===== src/rtl/img_downsample.sv =====
// 2x2 box-filter downsampler: streams a WIDTH x HEIGHT image out of a 2-cycle-latency BRAM in
// block order and writes the truncated mean of each 2x2 block as a half-resolution raster.
module img_downsample #(
  parameter int unsigned BIT_DEPTH = 8,
  parameter int unsigned WIDTH     = 64,
  parameter int unsigned HEIGHT    = 64
) (
  input  logic                                clk_in,
  input  logic                                rst_in,
  input  logic                                start_in,
  output logic [$clog2(WIDTH*HEIGHT)-1:0]     ext_read_addr,
  output logic                                ext_read_addr_valid,
  input  logic [BIT_DEPTH-1:0]                ext_pixel_in,
  output logic [$clog2(WIDTH*HEIGHT/4)-1:0]   ext_write_addr,
  output logic                                ext_write_valid,
  output logic [BIT_DEPTH-1:0]                ext_pixel_out,
  output logic                                busy_out,
  output logic                                done_out
);

  localparam int unsigned NPix = WIDTH * HEIGHT;
  localparam int unsigned AW   = $clog2(NPix);
  localparam int unsigned OW   = $clog2(NPix / 4);
  localparam int unsigned AccW = BIT_DEPTH + 2;
  localparam int unsigned OutW = WIDTH / 2;
  localparam int unsigned OutH = HEIGHT / 2;

  typedef enum logic [1:0] {StIdle, StRead, StDrain, StDone} state_e;

  state_e                 state_q, state_d;
  logic [1:0]             phase_q, phase_d;
  logic [1:0]             drain_q, drain_d;
  logic [AW-1:0]          ox_q, ox_d, oy_q, oy_d;
  logic [AW-1:0]          rd_addr_q, rd_addr_d;
  logic                   rd_valid_q, rd_valid_d;
  logic                   busy_q, busy_d, done_q, done_d;
  // Read tags delayed to line up with the BRAM's 2-cycle output.
  logic                   p1_v_q, p1_v_d, p2_v_q, p2_v_d;
  logic [1:0]             p1_ph_q, p1_ph_d, p2_ph_q, p2_ph_d;
  logic [OW-1:0]          p1_wa_q, p1_wa_d, p2_wa_q, p2_wa_d;
  logic [AccW-1:0]        acc_q, acc_d, sum;
  logic [OW-1:0]          wr_addr_q, wr_addr_d;
  logic                   wr_valid_q, wr_valid_d;
  logic [BIT_DEPTH-1:0]   pix_out_q, pix_out_d;
  logic [31:0]            row_w, col_w;
  logic                   is_last;

  assign is_last = (phase_q == 2'd3) && (ox_q == AW'(OutW - 1)) && (oy_q == AW'(OutH - 1));

  // Control FSM and read-address generator (block order: TL, TR, BL, BR).
  always_comb begin
    state_d    = state_q;
    phase_d    = phase_q;
    drain_d    = drain_q;
    ox_d       = ox_q;
    oy_d       = oy_q;
    rd_addr_d  = rd_addr_q;
    rd_valid_d = rd_valid_q;
    busy_d     = busy_q;
    done_d     = 1'b0;
    p1_v_d     = 1'b0;
    p1_ph_d    = phase_q;
    p1_wa_d    = OW'(32'(oy_q) * OutW + 32'(ox_q));
    row_w      = '0;
    col_w      = '0;
    unique case (state_q)
      StIdle: begin
        if (start_in) begin
          state_d    = StRead;
          phase_d    = 2'd0;
          ox_d       = '0;
          oy_d       = '0;
          rd_addr_d  = '0;
          rd_valid_d = 1'b1;
          busy_d     = 1'b1;
        end
      end
      StRead: begin
        p1_v_d = 1'b1;
        if (is_last) begin
          state_d = StDrain;
          drain_d = 2'd0;
        end else begin
          phase_d = phase_q + 2'd1;
          if (phase_q == 2'd3) begin
            if (ox_q == AW'(OutW - 1)) begin
              ox_d = '0;
              oy_d = oy_q + AW'(1);
            end else begin
              ox_d = ox_q + AW'(1);
            end
          end
          row_w     = (32'(oy_d) << 1) + 32'(phase_d[1]);
          col_w     = (32'(ox_d) << 1) + 32'(phase_d[0]);
          rd_addr_d = AW'(row_w * WIDTH + col_w);
        end
      end
      StDrain: begin
        drain_d = drain_q + 2'd1;
        if (drain_q == 2'd2) begin
          state_d    = StDone;
          rd_valid_d = 1'b0;
          done_d     = 1'b1;
        end
      end
      StDone: begin
        state_d = StIdle;
        busy_d  = 1'b0;
      end
      default: state_d = StIdle;
    endcase
  end

  // Accumulate samples as they return; emit the mean on a block's fourth sample.
  always_comb begin
    p2_v_d     = p1_v_q;
    p2_ph_d    = p1_ph_q;
    p2_wa_d    = p1_wa_q;
    sum        = acc_q + AccW'(ext_pixel_in);
    acc_d      = acc_q;
    wr_valid_d = 1'b0;
    wr_addr_d  = wr_addr_q;
    pix_out_d  = pix_out_q;
    if (p2_v_q) begin
      acc_d = (p2_ph_q == 2'd0) ? AccW'(ext_pixel_in) : sum;
      if (p2_ph_q == 2'd3) begin
        wr_valid_d = 1'b1;
        wr_addr_d  = p2_wa_q;
        pix_out_d  = sum[AccW-1:2];
      end
    end
  end

  // State registers; reset aborts the frame and flushes the read pipeline.
  always_ff @(posedge clk_in) begin
    if (rst_in) begin
      state_q    <= StIdle;
      phase_q    <= '0;
      drain_q    <= '0;
      ox_q       <= '0;
      oy_q       <= '0;
      rd_addr_q  <= '0;
      rd_valid_q <= 1'b0;
      busy_q     <= 1'b0;
      done_q     <= 1'b0;
      p1_v_q     <= 1'b0;
      p1_ph_q    <= '0;
      p1_wa_q    <= '0;
      p2_v_q     <= 1'b0;
      p2_ph_q    <= '0;
      p2_wa_q    <= '0;
      acc_q      <= '0;
      wr_addr_q  <= '0;
      wr_valid_q <= 1'b0;
      pix_out_q  <= '0;
    end else begin
      state_q    <= state_d;
      phase_q    <= phase_d;
      drain_q    <= drain_d;
      ox_q       <= ox_d;
      oy_q       <= oy_d;
      rd_addr_q  <= rd_addr_d;
      rd_valid_q <= rd_valid_d;
      busy_q     <= busy_d;
      done_q     <= done_d;
      p1_v_q     <= p1_v_d;
      p1_ph_q    <= p1_ph_d;
      p1_wa_q    <= p1_wa_d;
      p2_v_q     <= p2_v_d;
      p2_ph_q    <= p2_ph_d;
      p2_wa_q    <= p2_wa_d;
      acc_q      <= acc_d;
      wr_addr_q  <= wr_addr_d;
      wr_valid_q <= wr_valid_d;
      pix_out_q  <= pix_out_d;
    end
  end

  assign ext_read_addr       = rd_addr_q;
  assign ext_read_addr_valid = rd_valid_q;
  assign ext_write_addr      = wr_addr_q;
  assign ext_write_valid     = wr_valid_q;
  assign ext_pixel_out       = pix_out_q;
  assign busy_out            = busy_q;
  assign done_out            = done_q;

endmodule

===== config.mk =====
export PLATFORM = sky130hd
export DESIGN_NAME = img_downsample
export DESIGN_NICKNAME = d
export VERILOG_FILES = /design/src/rtl/img_downsample.sv
export SDC_FILE = /design/constraint.sdc
export NUM_CORES = 1
export LEC_CHECK = 0
export ABC_AREA = 1
export CORE_AREA = 2 2 99 101
export CTS_CLUSTER_DIAMETER = 60
export CTS_CLUSTER_SIZE = 30
export DETAILED_ROUTE_END_ITERATION = 8
export DIE_AREA = 0 0 101 103
export HOLD_SLACK_MARGIN = 0.1
export PLACE_DENSITY = 0.74
export SETUP_SLACK_MARGIN = 0.15
export SLEW_MARGIN = 20
export SYNTH_ARGS = -nofsm -noshare
export SYNTH_HDL_FRONTEND = slang
export SYNTH_SLANG_ARGS = --single-unit

===== constraint.sdc =====
create_clock -name clk_in -period 2.7 [get_ports clk_in]
set_input_delay 0.405 -clock clk_in [delete_from_list [all_inputs] [get_ports clk_in]]
set_output_delay 0.405 -clock clk_in [all_outputs]
set_load 0.02 [all_outputs]

# == Word level (Yosys, flattened, before mapping) ==
# Cells that the tools add are included.
# totals
register_bits,100
elab_cells,90
# op_classes
bitwise_logic,2
n_addsub,9
n_reduce_logical,16
eq_ne,12
n_mux,32
# op_table
op,count
$mux W12,12
$pmux W12 S2,3
$add A12 B1 Y12 const B,2
$eq A12 B5 Y1 const B,2
$add A12 B1 Y12,1
$add A12 B12 Y12,1
$mux W2,6
$add A10 B10 Y10,1
$add A10 B8 Y10,1
$eq A2 B2 Y1 const B,5
$mux W10,1
$reduce_and A3 Y1,3
$ne A2 B2 Y1 const B,4
$pmux W2 S2,2
$pmux W2 S4,1
$reduce_bool A2 Y1,4
$add A6 B1 Y6,1
$reduce_and A2 Y1,3
$mux W1,5
$add A2 B1 Y2 const B,2
$logic_not A2 Y1,2
$pmux W1 S2,2
$reduce_or A2 Y1,2
$eq A2 B1 Y1 const B,1
2 further kinds,4

# == Depth between registers and ports, before layout ==
# logic_depth
word_depth,9
ltp_mapped,21

# == Worst setup path before layout ==
# No wires, ideal clock.
# synth_path
path_kind,register to register
from,"reg, netlist name ext_read_addr[1]"
to,"reg rd_addr_q[10], in the netlist ext_read_addr[10]"
arrival_time_ns,2.500
stages_incl_launch_ff,17
required_ns,2.629
path_slack_ns,0.129
path_buffers,0
period_less_slack_ns,2.571
cell_sequence,dfxtp_1 > ha_1 > nand2_2 > nor2_4 > nand2_2 > nor2_4 > nand2_1 > o21ai_0 > a21oi_1 > ha_1 > fa_1 > nand2_1 > nand2_1 > a21oi_1 > xor2_1 > or2_1 > a21oi_1
# synth_rtl
element,line_no,rtl
to (signal assigned),162,rd_addr_q <= rd_addr_d;
to (decl),34,"logic [AW-1:0] rd_addr_q, rd_addr_d;"

==> out/metrics.cfg <==
[final_layout]
design_area_sq_um = 5750
layout-drive-gt1-share = 0.151
num-fill-cells = 845
diodes = 0
final_common_cell = dfxtp_1
final_cell_mix = dfxtp_1 (91), inv_1 (90), nand2_1 (86), nor2_1 (82)
fin_nets = 721
area_growth_syn_to_layout_pct = 19.9

[logic_synthesis]
ys.flop_type = dfxtp_1
synth_seq_area_share = 0.393
synth.cell_area_sq_um = 4790
synth_nets = 674
ys_async_sr_fraction = 0
synth_cell_type_count = 47
synth.avg_cell_area_sq_um = 7.54
synthCells = 635
synth-edff-count = 0
synth_seq_cells = 94
yosysWarnings = 0

[worst_setup_path]
path_max_fanout = 4
critPathLaunchType = register
path_buf_inv = 0
crit_type = register to register
slowest_stage = dfxtp_4
critPathMaxStageDelay_ps = 390
cp_common_cell = nand2_2
path_cells = ha_4, nand2_4, nor2_4, nand2_2, nor2_4, nand2_2, o21ai_2, a21oi_1, ha_2, fa_2, nand2_2, nand2_1, a21oi_2, xor2_1, or2_1, a21oi_2
required_ps = 3000
critical_path_arrival_ps = 2800
critPathTopFamily = simple AND/OR/NAND/NOR gates
end_kind = register

[clock_tree]
cts.path.max_buffers = 2
cts_buffers = 9
clk_latency_ps = 370
cts_hold_buf = 0
path_clk_slew_ps = 110
root_buffer = clkbuf_8
cts_tree = built
htree_num_levels = 3
cts.sinks = 94

[place]
dp_hpwl_um = 7380
portBuffers = 44
dp_slack_ps = 21.0
gp_congestion = 0.951
dpl-instance-area_sq_um = 5300

[sta]
min_period_over_period = 0.925
max_slew_margin = 0.645
fin_skew_ps = 11.4
period_minus_slack_ps = 2500
fmaxAchievable_mhz = 400
final-setup-viol-count = 0
maxSlewViolCount = 0
setup_ws_ps = 201
rsz0062_at_grt = yes
hold_viol = 0
final.setup.tns_ps = 0
worst_slew_pin_slew_ps = 533

[hold_path]
hp-class = register to register

[drt]
drt_iter0_drc = 168
postRouteAntennaNets = 0
avgRoutedWirePerCell_um = 13.4
vias_per_cell = 5.22
drcViolationCount = 0
first_pass_iters = 5
routed-via-count = 4179
wl_um = 10800

[run_status]
status = complete, no violations

[floorplan]
dieHeight_um = 103
initial_core_util = 0.506
num_io_pins = 45
die_w_um = 101
core-area_sq_um = 9460
fp.dieArea_sq_um = 10400
num_rows = 36

[power]
leakage_nw = 2.46
ir_drop_v = 0.000288
total_power_mw = 3.32
powerDensity_nw_per_um2 = 578

[global_route]
grt_pass1_vias = 3975
grt_overflow = 0
track_usage = 0.211
grt_pass1_wl_um = 17600
antenna_found_initial = 0
grt_max_degree = 51

[job]
cap_violations = 0

## where the power goes
part,switching [mW],internal (mW),total (mW)
registers,0.0529,1.47,1.52
clock network,0.569,0.367,0.935
logic,0.588,0.279,0.867
## state kept, by name, indices dropped and copies added, names as in the netlist, 7 cells and up
register	cells
oy_q	12
ext_read_addr	11
acc_q	10
ext_write_addr	10
p1_wa_q	10
p2_wa_q	10
ext_pixel_out	8
ox_q	7
## worst paths after layout
kind	startpoint	to	slack, ps	cells past startpoint
min reg2reg	p1_wa_q[5]	p2_wa_q[5]	410	2
min	p1_wa_q[5]	p2_wa_q[5]	410	2
max	ext_read_addr[2]	ext_read_addr[10]	200	16
max reg2reg	ext_read_addr[2]	ext_read_addr[10]	200	16
## worst reg2reg max path: stages, from the launching register on
cell	delay, ps
dfxtp_4	390
ha_4	150
nand2_4	60
nor2_4	110
nand2_2	90
nor2_4	100
nand2_2	90
o21ai_2	60
a21oi_1	70
ha_2	200
fa_2	360
nand2_2	70
nand2_1	70
a21oi_2	170
xor2_1	80
or2_1	240
a21oi_2	110
## routing by layer
metal	global-route usage	up-vias	share of wire
li1	-	2130	-
met1	0.256	1931	0.45
met2	0.381	99	0.50
met3	0.0346	19	0.040
met4	0.0728	0	0.016
met5	0	-	0
## cells by family after synthesis
kind of cell	count (synthesis)	share of synthesized area
simple gates	255	0.250
buf+inv	123	0.107
compound gates	120	0.146
flops	94	0.393
fa+ha+maj	28	0.0778
xor+xnor	15	0.0274
## per-stage QoR
step	std cells	hold slack (ps)	util
floorplan	635	388	-
global placement	777	389	0.560
detailed placement	777	394	0.560
CTS	796	409	0.588
global route	801	427	0.607
finish	801	407	0.607
## repair_timing
item / in CTS / in global routing
pin swaps: 1 / 16
gates cloned: 0 / 0
buffers inserted: 3 / 5
setup endpoints to repair: 2 / 3
gates resized for setup: 8 / 33
## synthesized netlist by cell type, types with 7 or more instances
library cell | number | area share
xor2_1 | 10 | 0.018
a21oi_1 | 45 | 0.047
ha_1 | 25 | 0.065
nand2_2 | 7 | 0.0091
inv_2 | 7 | 0.0055
clkbuf_1 | 11 | 0.0086
nand4_1 | 11 | 0.014
nand2_1 | 91 | 0.071
o21bai_1 | 7 | 0.011
o21ai_0 | 42 | 0.044
inv_1 | 91 | 0.071
dfxtp_1 | 94 | 0.39
o211ai_1 | 7 | 0.011
buf_4 | 7 | 0.011
nand3_1 | 31 | 0.032
nor3_1 | 9 | 0.0094
nor2_1 | 84 | 0.066
## final cells by class
class                   count  area, sq um  share of cell area
multi-input cells         418         2580               0.449
flip-flops and latches     94         1890               0.329
repair buffers             59          552              0.0960
inverters                 100          382              0.0664
well taps                 114          143              0.0248
clock buffers               9          124              0.0216
clock inverters             7         75.1              0.0131
(Power assumes the default switching activity.)
